**config.mk**
```make
export PLATFORM = sky130hd
export DESIGN_NAME = shift_left_flat
export DESIGN_NICKNAME = d
export VERILOG_FILES = /design/src/rtl/shift_left_if.sv /design/src/rtl/shift_left.sv /design/src/flat_wrapper.sv
export SDC_FILE = /design/constraint.sdc
export NUM_CORES = 1
export LEC_CHECK = 0
export CAP_MARGIN = 25
export CORE_MARGIN = 3
export CORE_UTILIZATION = 39
export DETAILED_ROUTE_END_ITERATION = 12
export PLACE_DENSITY = 0.77
export SETUP_SLACK_MARGIN = 0.4
export SLEW_MARGIN = 20
export SYNTH_ARGS = -nofsm -noshare
export SYNTH_HDL_FRONTEND = slang
export SYNTH_SLANG_ARGS = --single-unit
```
**constraint.sdc**
```tcl
create_clock -name clk -period 1.2 [get_ports clk]
set_clock_uncertainty 0.1 [all_clocks]
set_input_delay 0.24 -clock clk [delete_from_list [all_inputs] [get_ports clk]]
set_output_delay 0.24 -clock clk [all_outputs]
set_load 0.1 [all_outputs]
```
**src/rtl/shift_left_if.sv**
```systemverilog
`default_nettype none
// shift_left_if: operand/result bundle between a requester and shift_left.
// Revision 1.0 -- flag signals present only when SHIFT_LEFT_FLAGS_EN is defined.
interface shift_left_if #(
    parameter int N = 8
);
    logic         in_valid;
    logic [N-1:0] a;
    logic [N-1:0] b;
    logic         out_valid;
    logic [N-1:0] result;
`ifdef SHIFT_LEFT_FLAGS_EN
    logic         overflow;
    logic         zero;

    modport master (output in_valid, a, b, input out_valid, result, overflow, zero);
    modport slave  (input in_valid, a, b, output out_valid, result, overflow, zero);
`else
    modport master (output in_valid, a, b, input out_valid, result);
    modport slave  (input in_valid, a, b, output out_valid, result);
`endif
endinterface
`default_nettype wire

```
**src/rtl/shift_left.sv**
```systemverilog
`default_nettype none
// shift_left: registered logical left shifter (a << b, truncated to N bits), 1-cycle latency.
// Revision 1.0 -- optional overflow/zero flags via SHIFT_LEFT_FLAGS_EN.
module shift_left #(
    parameter int N = 8
) (
    input  logic        clk,
    input  logic        rst_n,
    shift_left_if.slave bus
);
    localparam int STAGES = $clog2(N);

    logic [N-1:0] stage_val [0:STAGES];
    logic         stage_ovf [0:STAGES];
    logic         big_shift;
    logic [N-1:0] result_d;
    logic [N-1:0] result_q;
    logic         out_valid_q;

    assign stage_val[0] = bus.a;
    assign stage_ovf[0] = 1'b0;

    // Stage k shifts by 2^k; the bits it pushes off the top feed the overflow OR.
    generate
        for (genvar k = 0; k < STAGES; k++) begin : g_stage
            localparam int SH = 1 << k;
            assign stage_val[k+1] = bus.b[k] ? {stage_val[k][N-1-SH:0], {SH{1'b0}}}
                                             : stage_val[k];
            assign stage_ovf[k+1] = stage_ovf[k] | (bus.b[k] & (|stage_val[k][N-1 -: SH]));
        end
    endgenerate

    // Any amount bit above the barrel range means b >= N: everything is shifted out.
    assign big_shift = |bus.b[N-1:STAGES];
    assign result_d  = big_shift ? '0 : stage_val[STAGES];

`ifdef SHIFT_LEFT_FLAGS_EN
    logic overflow_d;
    logic zero_d;
    logic overflow_q;
    logic zero_q;

    assign overflow_d = big_shift ? (|bus.a) : stage_ovf[STAGES];
    assign zero_d     = (result_d == '0);
`endif

    always_ff @(posedge clk or negedge rst_n) begin
        if (!rst_n) begin
            result_q    <= '0;
            out_valid_q <= 1'b0;
`ifdef SHIFT_LEFT_FLAGS_EN
            overflow_q  <= 1'b0;
            zero_q      <= 1'b0;
`endif
        end else begin
            out_valid_q <= bus.in_valid;
            if (bus.in_valid) begin
                result_q   <= result_d;
`ifdef SHIFT_LEFT_FLAGS_EN
                overflow_q <= overflow_d;
                zero_q     <= zero_d;
`endif
            end
        end
    end

    assign bus.result    = result_q;
    assign bus.out_valid = out_valid_q;
`ifdef SHIFT_LEFT_FLAGS_EN
    assign bus.overflow  = overflow_q;
    assign bus.zero      = zero_q;
`else
    logic unused_ok;
    assign unused_ok = stage_ovf[STAGES];
`endif

endmodule
`default_nettype wire

```
**src/flat_wrapper.sv**
```systemverilog
// flat-port wrapper written by rule: the top's interface ports become plain ports
module shift_left_flat 
#(
    parameter int N = 8
)
  (clk, rst_n, bus_in_valid, bus_a, bus_b, bus_out_valid, bus_result);
  shift_left_if #(.N(N)) bus_i ();
  input  logic clk;
  input  logic rst_n;
  input wire logic [$bits(bus_i.in_valid)-1:0] bus_in_valid;
  input wire logic [$bits(bus_i.a)-1:0] bus_a;
  input wire logic [$bits(bus_i.b)-1:0] bus_b;
  output wire logic [$bits(bus_i.out_valid)-1:0] bus_out_valid;
  output wire logic [$bits(bus_i.result)-1:0] bus_result;
  assign bus_i.in_valid = bus_in_valid;
  assign bus_i.a = bus_a;
  assign bus_i.b = bus_b;
  assign bus_out_valid = bus_i.out_valid;
  assign bus_result = bus_i.result;
  shift_left #(.N(N)) u_core (.clk(clk), .rst_n(rst_n), .bus(bus_i));
endmodule
```
* Word level (Yosys, flattened, before mapping)
Index checks and enable logic that the tools add are counted.
** Storage, ports and cells
- Output and inout port bits :: 9
- Word-level logic and storage cells :: 7
- Register bits :: 9
- Input bits :: 19
** Cells by class
- Reduce and logical (&&, ||, !) cells :: 1
- Multiplexer cells :: 4
** Operators by type and width (number)
- two-way mux 8 bit :: 4
- OR reduction 5 bit :: 1

* Logic depth before layout (Yosys ltp)
Gate-level depths: netlist (run 1).
- Depth in word-level cells :: 4
- Gate-level depth with buffers :: 4
- Gate-level depth less buffers :: 3

* Least setup slack after synthesis (run 1)
Ideal clock, no wire load.
- Path type :: reg2reg
- From :: register, netlist name u_core.bus.result[3]
- To :: register u_core.result_q[3] (netlist: u_core.bus.result[3])
- Path buffers :: 0
- Slack :: -0.199 ns
- Clock period less this slack :: 1.399 ns
- Setup time :: 0.120 ns
- Stages on the path, launching flop included :: 3
- Arrival :: 1.178 ns
- Required time :: 0.980 ns
- Cell sequence :: dfrtp_1 > nor2b_1 > a41o_1
** RTL lines
- end signal, assigned :: RTL line shift_left.sv:58 : result_q <= result_d;
- end, declared :: RTL line shift_left.sv:17 : logic [N-1:0] result_q;

* Worst setup path in the final report (run 1)
- From :: register u_core.result_q[2] (netlist: u_core.bus.result[2])
- To :: output port bus_result[2]
** RTL lines
- end, declared :: RTL line flat_wrapper.sv:14 : output wire logic [$bits(bus_i.result)-1:0] bus_result;
No word-level cell between the ends.

==> run_results.csv, run 1 <==
group,metric,value,unit
grt,grt_pass1_vias,713,
worst_setup_path,critical_path.n_buffers_inverters,1,
final_layout,design.final.nets,123,
worst_setup_path,cp-start-kind,"flip-flop",
hold_path,class_of_the_tightest_hold_or_removal_check,"input port to async pin",
placed_design,gp_congestion,0.847,
grt,grt_pass1_wl,3490,um
drt,ant_nets,0,
timing,timing.fmax,0.768,GHz
final_layout,finish.utilization,92.0,%
clock_tree,clockBufferDepth,2,
power,power.density,666,nW/um^2
worst_setup_path,r2r_slack,0.15,ns
worst_setup_path,critical_path.top_delay_family,"flip-flops",
worst_setup_path,critPathRequiredTime,0.86,ns
synth,postSynthNetCount,72,
power,peakVddDrop,0.542,mV
grt,antenna_violations_before_repair,0,
worst_setup_path,crit_path_max_fanout,2,
timing,final.setup.worst_slack,-0.102,ns
job,drv.max_cap_violation_count,0,
timing,timing.final.setup_violations,9,
synth,synth_cells,53,
synth,synth.yosys.seq_area_share,37.1,%
timing,rsz0062_at_grt,"yes",
synth,synth.lib_cells_used.distinct,26,
clock_tree,postCtsHoldBufs,0,
drt,post-route-drc-count,0,
drt,dr.pass1.iters,4,
synth,synth_mux_area_share,22.1,%
grt,largest_net_degree_at_the_start_of_global_routing,10,
timing,max_slew.worst_pin.slew,0.511,ns
floorplanning,initial_core_util,43.9,%
worst_setup_path,critPathMaxStageDelay,0.51,ns
placed_design,numPortBuffers,27,
floorplanning,die_x_extent,45.4,um
synth,synth.ff_latch_count,9,
drt,vias,709,
worst_setup_path,critPathKind,"flip-flop to output pin",
timing,slew-limit-headroom,65.9,%
floorplanning,placement_rows,13,
synth,synth_adder_area_share,0,%
worst_setup_path,timing.critical_path.cells,"buf_12",
clock_tree,worst_skew_pair.late_latency,0.27,ns
drt,wl_per_cell,20.9,um
worst_setup_path,end_kind,"output pin",
drt,post_drt_via_cell_ratio,6.01,
timing,worst_hold_slack,-0.213,ns
synth,post_synth_xor_area_fraction,0,%
final_layout,insertedDiodeCount,0,
clock_tree,cts.sink_count,9,
floorplanning,core-area,1380,sq um
timing,slew_viol_final,0,
synth,main_combinational_cell_family_by_area_after_synthesis,"multiplexers",
final_layout,layout.filler_cells,47,
placed_design,dpl.hpwl,1460,um
drt,drt-total-wl,2460,um
clock_tree,cts_inserted_buffers,3,
final_layout,layout-area-overhead-vs-synth,110,%
power,p_leak,0.568,nW
run_status,violated_checks,"hold timing, setup timing",
run_status,run_status,"finished, violations left",
floorplanning,boundaryPins,28,
clock_tree,cts_htree_levels,1,
worst_setup_path,worstPathArrival,0.96,ns
grt,grt.total_usage,24.1,%
timing,layout_min_cycle_time,1.30,ns
drt,drt_iter0_markers,6,
clock_tree,tritoncts,"done",
synth,syn-cell-area,607,sq um
timing,period_share,109,%
clock_tree,cts.root.buffer_cell,"sky130_fd_sc_hd__clkbuf_4",
synth,yosysWarningCount,0,
timing,report.final.hold_viol_count,9,
clock_tree,clk_transition_reported_paths,0.08,ns
synth,synth_simple_gate_area_share,18.1,%
synth,syn_avg_cell_area,11.4,sq um
grt,grt_overflow_total,0,
floorplanning,die_area,2070,sq um
final_layout,final_layout_size_suffix_gt1_share,75.7,%
worst_setup_path,timing.critical_path.slowest_stage_cell,"sky130_fd_sc_hd__dfrtp_4",
floorplanning,die-height,45.4,um
synth,synth-compound-area-share,14.6,%
==> stage by stage <==
stage	setup TNS (ns)	instances	area, sq um	setup slack [ns]	power [mW]
6_report	-0.751	118	1270	-0.102	0.848
5_1_grt	-0.906	118	1270	-0.119	0.873
4_1_cts	-0.747	114	1210	-0.0961	0.829
3_5_place_dp	-4.69	104	1080	-0.648	0.561
3_3_place_gp	-4.45	104	1080	-0.614	0.556
2_1_floorplan	-0.0863	53	646	-0.0534	0.431
==> final cells by class <==
type / instances / area, sq um / share of cell area (%)
flip-flops and latches: 9 / 259 / 20.4
well taps: 15 / 18.8 / 1.47
inverters: 7 / 26.3 / 2.06
clock inverters: 1 / 5.00 / 0.393
repair buffers: 48 / 523 / 41.1
multi-input cells: 35 / 418 / 32.8
clock buffers: 3 / 22.5 / 1.77
==> state kept, by name (all words and copies together), names as in the netlist <==
| name | flops |
|---|---|
| u_core.bus.out_valid | 1 |
| u_core.bus.result | 8 |
==> repair_timing <==
action	in CTS	in global routing
endpoints found under the setup margin	18	20
hold endpoints to repair	0	9
pin swaps	13	3
gates resized for setup	87	9
buffers inserted	5	4
cloned	1	0
==> cell families (layout without fill, tap and decap cells) <==
group / after synthesis / in the layout
flops: 9 / 9
simple gates: 15 / 15
mux: 9 / 9
compound gates: 11 / 11
buf+inv: 9 / 59
==> layout by cell type (no fill, tap or decap), types with 2 or more instances in the layout <==
cell type | Yosys | layout
sky130_fd_sc_hd__o22ai_2 | 0 | 3
sky130_fd_sc_hd__buf_12 | 0 | 9
sky130_fd_sc_hd__inv_2 | 0 | 2
sky130_fd_sc_hd__buf_4 | 0 | 12
sky130_fd_sc_hd__and2b_2 | 1 | 2
sky130_fd_sc_hd__buf_6 | 2 | 13
sky130_fd_sc_hd__clkdlybuf4s15_1 | 0 | 3
sky130_fd_sc_hd__buf_2 | 0 | 8
sky130_fd_sc_hd__clkbuf_4 | 0 | 3
sky130_fd_sc_hd__o221ai_2 | 0 | 2
sky130_fd_sc_hd__inv_1 | 7 | 5
sky130_fd_sc_hd__dfrtp_4 | 0 | 9
sky130_fd_sc_hd__mux2i_1 | 4 | 4
sky130_fd_sc_hd__mux4_2 | 2 | 3
sky130_fd_sc_hd__nand2b_1 | 3 | 3
==> synthesized netlist by cell type (all sizes together) <==
master,n,area [sq um]
a22oi,1,7.51
inv,7,26.3
dfrtp,9,225
o221ai,2,17.5
a41o,1,10.0
mux2,2,22.5
nand3,2,10.0
nand2,2,10.0
nand4bb,1,11.3
o32ai,1,8.76
mux2i,4,40.0
o22ai,3,18.8
nor2b,2,12.5
nor2,1,3.75
a221oi,1,8.76
buf,2,22.5
and3,1,6.26
and2b,2,16.3
o41ai,1,8.76
nor4,1,21.3
a2111oi,1,8.76
mux4,3,71.3
nand2b,3,18.8
==> metal layers <==
layer / global-route usage, % / part of all wire (%) / up-vias
li1: - / - / 302
met1: 32.4 / 40 / 359
met2: 36.8 / 50 / 42
met3: 5.14 / 6.2 / 6
met4: 11.1 / 3.2 / 0
met5: 0 / 0 / -
==> where the power goes <==
part	leakage (nW)	internal, mW	switching, mW	total, mW
Clock	0.0177	0.123	0.134	0.258
Sequential	0.106	0.309	0.00432	0.314
Combinational	0.444	0.139	0.137	0.276
Total	0.568	0.572	0.276	0.848
==> worst paths after layout <==
| kind | start | to | cells past startpoint |
|---|---|---|---|
| setup / recovery | u_core.bus.result[2]$_DFFE_PN0P_ | bus_result[2] | 1 |
| hold / removal | rst_n | u_core.bus.result[0]$_DFFE_PN0P_ | 1 |
| setup reg to reg | u_core.bus.result[3]$_DFFE_PN0P_ | u_core.bus.result[3]$_DFFE_PN0P_ | 2 |
| hold reg to reg | u_core.bus.result[6]$_DFFE_PN0P_ | u_core.bus.result[6]$_DFFE_PN0P_ | 2 |
| max in group asynchronous | rst_n | u_core.bus.result[6]$_DFFE_PN0P_ | 1 |
| min in group clk | bus_a[0] | u_core.bus.result[0]$_DFFE_PN0P_ | 4 |
(Power assumes the default switching activity.)
==> run 2: changes to the inputs <==
Settings changed: SKIP_CTS_REPAIR_TIMING set to 1.
==> run_results.csv, run 2 (synthesis gave the netlist of run 1 again) <==
group,metric,value,unit
hold_path,class_of_the_tightest_hold_or_removal_check,"input port to async pin",
final_layout,layout-area-overhead-vs-synth,112,%
clock_tree,clockBufferDepth,2,
worst_setup_path,critical_path.n_buffers_inverters,1,
worst_setup_path,cp-start-kind,"flip-flop",
drt,drt-total-wl,2740,um
worst_setup_path,critical_path.top_delay_family,"flip-flops",
timing,final.setup.worst_slack,-0.115,ns
power,power.density,679,nW/um^2
drt,wl_per_cell,24.0,um
clock_tree,clk_transition_reported_paths,0.08,ns
timing,tns,-0.839,ns
power,internal_power,579,uW
worst_setup_path,timing.critical_path.slowest_stage_cell,"sky130_fd_sc_hd__dfrtp_4",
timing,timing.final.setup_violations,9,
timing,slew-limit-headroom,69.4,%
power,power_frac_seq,36.0,%
power,peakVddDrop,0.580,mV
timing,period_share,110,%
job,drv.max_cap_violation_count,0,
worst_setup_path,critPathMaxStageDelay,0.51,ns
clock_tree,worst_skew_pair.late_latency,0.28,ns
worst_setup_path,crit_path_max_fanout,2,
floorplanning,die_x_extent,45.4,um
drt,vias,713,
timing,timing.fmax,0.761,GHz
timing,max_slew.worst_pin.slew,0.459,ns
placed_design,placed_cells_incl_taps,104,
floorplanning,die-height,45.4,um
final_layout,largest_register_ff_count,8,
drt,post-route-drc-count,0,
placed_design,dpl.hpwl,1460,um
placed_design,numPortBuffers,27,
clock_tree,cts.root.buffer_cell,"sky130_fd_sc_hd__clkbuf_4",
floorplanning,boundaryPins,28,
drt,ant_nets,0,
timing,layout_min_cycle_time,1.31,ns
run_status,run_status,"finished, violations left",
final_layout,insertedDiodeCount,0,
worst_setup_path,critPathKind,"flip-flop to output pin",
worst_setup_path,worstPathArrival,0.97,ns
clock_tree,cts.sink_count,9,
final_layout,most-common-layout-cells,"11 x sky130_fd_sc_hd__buf_4, 9 x sky130_fd_sc_hd__buf_12, 9 x sky130_fd_sc_hd__dfrtp_4, 8 x sky130_fd_sc_hd__clkbuf_2, 8 x sky130_fd_sc_hd__dlymetal6s2s_1",
power,sw_frac_of_total,33.7,%
timing,report.final.hold_viol_count,9,
drt,drt_iter0_markers,36,
clock_tree,tritoncts,"done",
floorplanning,initial_core_util,43.9,%
final_layout,design.final.nets,119,
timing,slew_viol_final,0,
timing,rsz0062_at_grt,"yes",
drt,post_drt_via_cell_ratio,6.25,
grt,antenna_violations_before_repair,0,
drt,dr.pass1.iters,4,
run_status,violated_checks,"hold timing, setup timing",
grt,grt_pass1_vias,661,
power,p_leak,0.604,nW
worst_setup_path,timing.critical_path.cells,"buf_12",
final_layout,layout.cells.most_common,"sky130_fd_sc_hd__buf_4",
timing,worst_hold_slack,-0.223,ns
worst_setup_path,critPathRequiredTime,0.86,ns
final_layout,finalNonFillerCells,114,
clock_tree,cts_htree_levels,1,
floorplanning,die_area,2070,sq um
worst_setup_path,end_kind,"output pin",
floorplanning,core-area,1380,sq um
floorplanning,placement_rows,13,
power,net-switching-power,295,uW
grt,grt.total_usage,20.5,%
final_layout,layout.filler_cells,46,
clock_tree,cts_inserted_buffers,3,
grt,largest_net_degree_at_the_start_of_global_routing,12,
power,pwr-share-clk,29.9,%
grt,grt_overflow_total,0,
final_layout,finish.utilization,93.0,%
power,share_comb_of_total_power,34.1,%
grt,grt_pass1_wl,3010,um
placed_design,gp_congestion,0.847,
final_layout,final_layout_size_suffix_gt1_share,72.7,%
==> run 2: cell count changes in the layout (fill, tap and decap cells not counted), sizes merged <==
cell           before  now
clkdlybuf4s15       3    0
dlymetal6s2s        1    8
dlygate4sd2         1    0
clkbuf              3   11
buf                43   28
==> run 2: per-layer routing <==
| layer | share of wire [%] | routed length, um | global-route usage [%] |
|---|---|---|---|
| met3 | 8.7 | 239 | 5.14 |
| met4 | 6.9 | 188 | 5.85 |
| met2 | 49 | 1340 | 33.7 |
| met1 | 36 | 975 | 26.4 |
| met5 | 0 | 0 | 0 |
==> run 2: path summary, 6_finish.rpt <==
check	startpoint	endpoint	slack [ns]	cells past startpoint
setup / recovery	u_core.bus.result[2]$_DFFE_PN0P_	bus_result[2]	-0.11	1
setup reg to reg	u_core.bus.result[3]$_DFFE_PN0P_	u_core.bus.result[3]$_DFFE_PN0P_	0.14	2
max in group asynchronous	rst_n	u_core.bus.result[6]$_DFFE_PN0P_	0.85	1
hold reg to reg	u_core.bus.result[6]$_DFFE_PN0P_	u_core.bus.result[6]$_DFFE_PN0P_	0.49	2
hold / removal	rst_n	u_core.bus.result[0]$_DFFE_PN0P_	-0.22	1
min in group clk	bus_b[5]	u_core.bus.result[5]$_DFFE_PN0P_	0.22	4
==> run 2: power groups by stage <==
stage	clock (mW)	combinational, mW	sequential (mW)
5_1_grt	0.276	0.310	0.315
6_report	0.261	0.298	0.314
3_5_place_dp	0	0.240	0.321
2_1_floorplan	0	0.0816	0.349
4_1_cts	0.255	0.241	0.314
3_3_place_gp	0	0.236	0.321
==> run 2: cell type report <==
type,count,area [sq um],area share (%)
Multi-Input combinational cell,35,458,35.6
Timing Repair Buffer,44,497,38.6
Sequential cell,9,259,20.1
Inverter,7,26.3,2.04
Clock inverter,1,5.00,0.389
Clock buffer,3,22.5,1.75
Tap cell,15,18.8,1.46
==> run 2: through the flow <==
step	cell area [sq um]	power, mW	hold slack [ns]	setup slack, ns
floorplan	646	0.431	-0.156	-0.0534
global route	1290	0.900	-0.204	-0.130
global placement	1080	0.556	0.457	-0.614
finish	1290	0.874	-0.223	-0.115
detailed placement	1080	0.561	0.462	-0.648
CTS	1100	0.809	0.186	-0.369
==> RTL edit, RTL diff (settings of run 1) <==
`N` is set to 8 in 3 places; all go to 16.
--- a/src/rtl/shift_left_if.sv
+++ b/src/rtl/shift_left_if.sv
@@ -2,7 +2,7 @@
 // shift_left_if: operand/result bundle between a requester and shift_left.
 // Revision 1.0 -- flag signals present only when SHIFT_LEFT_FLAGS_EN is defined.
 interface shift_left_if #(
-    parameter int N = 8
+    parameter int N = 16
 );
     logic         in_valid;
     logic [N-1:0] a;
--- a/src/rtl/shift_left.sv
+++ b/src/rtl/shift_left.sv
@@ -2,7 +2,7 @@
 // shift_left: registered logical left shifter (a << b, truncated to N bits), 1-cycle latency.
 // Revision 1.0 -- optional overflow/zero flags via SHIFT_LEFT_FLAGS_EN.
 module shift_left #(
-    parameter int N = 8
+    parameter int N = 16
 ) (
     input  logic        clk,
     input  logic        rst_n,
--- a/src/flat_wrapper.sv
+++ b/src/flat_wrapper.sv
@@ -1,7 +1,7 @@
 // flat-port wrapper written by rule: the top's interface ports become plain ports
 module shift_left_flat 
 #(
-    parameter int N = 8
+    parameter int N = 16
 )
   (clk, rst_n, bus_in_valid, bus_a, bus_b, bus_out_valid, bus_result);
   shift_left_if #(.N(N)) bus_i ();
Ports: changed (resized bus_a, bus_b and bus_result); port bits go from 28 to 52. No check against the original RTL was run, so the function may have changed too.
==> RTL edit against run 1 <==
The run ends with negative setup slack left. Total power grew 89%. Sequential cell count grew 8. Worst setup slack got worse by 0.22 ns. Final area is 130% higher. Final cell count is 130% higher. Combinational power rose by 150%. Wire length increased to 3.0 times the old value. Register-to-register slack lost 0.22 ns. Sequential power is 83% higher. Area after synthesis increased by 120%. Core utilization fell by 1.6 points.
==> RTL edit: results (changes against run 1) <==
[synthesis]
yosysSeqAreaShare=0.316  ; -0.0549
yosysUniqueCellTypes=36  ; +38%
netlist_top_cells_area=dfrtp_1 32%, mux4_2 15%, mux2i_1 13%
yosys-top-cells-count=17 x dfrtp_1, 17 x mux2i_1, 9 x mux4_2
synth_fp_nets=153  ; +110%

[detailed_routing]
wl_mm=7.32  ; +200%
num_vias=1767  ; +150%
drt_iter0_markers=213  ; +207
drt_pass1_iterations=5  ; +1

[worst_setup_path]
crit_family=simple AND/OR/NAND/NOR gates
critical_path_arrival_ns=1.66  ; +0.70 ns
reg2reg_depth=4  ; +2
cp_max_fo=3  ; +1
critPathSlowestCell=or4_4
max_stage_delay_ns=0.47  ; -0.04 ns

[worst_hold_path]
hold_path.class=in2reg

[final_layout]
largest_register_ffs=16  ; +8
drive_gt1_frac=0.757  ; -0.000760
fillCellCount=117  ; +150%
nets=266  ; +120%

[sta]
fin_ws_ns=-0.327  ; -0.225 ns
finalSetupTns_ns=-5.92  ; -5.17 ns
tightestPinTransition_ns=0.317  ; -0.194 ns
setup_viol=33  ; +24

[power]
max-vdd-ir-drop_uv=541  ; -0.20%
power.switching_mw=0.547  ; +98%
p_leak_nw=1.24  ; +120%

[grt]
grt_pass1_vias=1814  ; +150%
antenna_found_initial=0  ; unchanged
grt_pass1_wl_mm=10.1  ; +190%
grtUsageTotal=0.326  ; +0.0852
grt_max_degree=18  ; +8

[placement]
port_buffers=51  ; +89%
hpwl_mm=3.60  ; +150%
routabilityCongestion=0.894  ; +5.5%

[status]
violations=negative setup slack
status=finished with violations

[clock_tree]
clkTransAtPathRegs_ns=0.12  ; +0.04 ns
clk-insertion-delay-late_ns=0.31  ; +0.04 ns

## RTL edit: area by class of cell
| cell class | instances | area (um2) | share of cell area |
|---|---|---|---|
| tap | 44 | 55.1 | 0.0192 |
| inverter | 2 | 7.51 | 0.00261 |
| clock buffer | 3 | 22.5 | 0.00784 |
| sequential | 17 | 489 | 0.170 |
| multi-input combinational | 91 | 1070 | 0.371 |
| timing repair buffer | 116 | 1230 | 0.427 |
| clock inverter | 1 | 5.00 | 0.00174 |
## RTL edit: layer usage
layer  vias up  wire length [um]  GRT usage
li1        695                 -          -
met1       867              2580      0.368
met2       159              3620      0.566
met3        46               635     0.0520
met4         0               482      0.211
met5         -                 0          0
## RTL edit: kinds of logic after synthesis
family	Yosys count	share of synthesized area
AOI/OAI and AO/OA	26	0.156
and+or+nand+nor	36	0.170
muxes	29	0.313
DFF	17	0.316
buffers and inverters	10	0.0437
## RTL edit: through the flow
stage | total power [mW] | hold WS, ns | setup WS (ns) | cell area (um2) | std cells
floorplan | 0.828 | -0.156 | -0.313 | 1450 | 118
global placement | 1.08 | 0.449 | -0.988 | 2400 | 242
detailed placement | 1.10 | 0.459 | -1.12 | 2400 | 242
CTS | 1.53 | 0.0565 | -0.222 | 2770 | 266
global route | 1.65 | 0.0893 | -0.354 | 2870 | 274
finish | 1.61 | 0.0849 | -0.327 | 2870 | 274
## RTL edit: power by group through the flow
stage	logic [mW]	registers (mW)	clock network [mW]
2_1_floorplan	0.226	0.602	0
3_3_place_gp	0.486	0.589	0
3_5_place_dp	0.508	0.590	0
4_1_cts	0.611	0.576	0.340
5_1_grt	0.706	0.577	0.368
6_report	0.686	0.576	0.343
## RTL edit: path summary, 6_finish.rpt
path                                  startpoint               endpoint  slack (ns)
max                                    bus_b[10]  u_core.bus.result[14]       -0.33
min                                 bus_in_valid   u_core.bus.out_valid        0.08
max reg2reg                u_core.bus.result[13]  u_core.bus.result[13]       -0.07
min reg2reg                 u_core.bus.result[1]   u_core.bus.result[1]        0.52
max in group asynchronous                  rst_n   u_core.bus.result[0]        0.63
min in group asynchronous                  rst_n   u_core.bus.result[4]        0.14
## RTL edit: what timing repair did
action / 4_1_cts / 5_1_grt
gates resized for setup: 166 / 8
hold endpoints to repair: 0 / 0
setup endpoints to repair: 33 / 33
pin swaps: 30 / 6
setup buffers: 18 / 8
gates cloned: 2 / 0
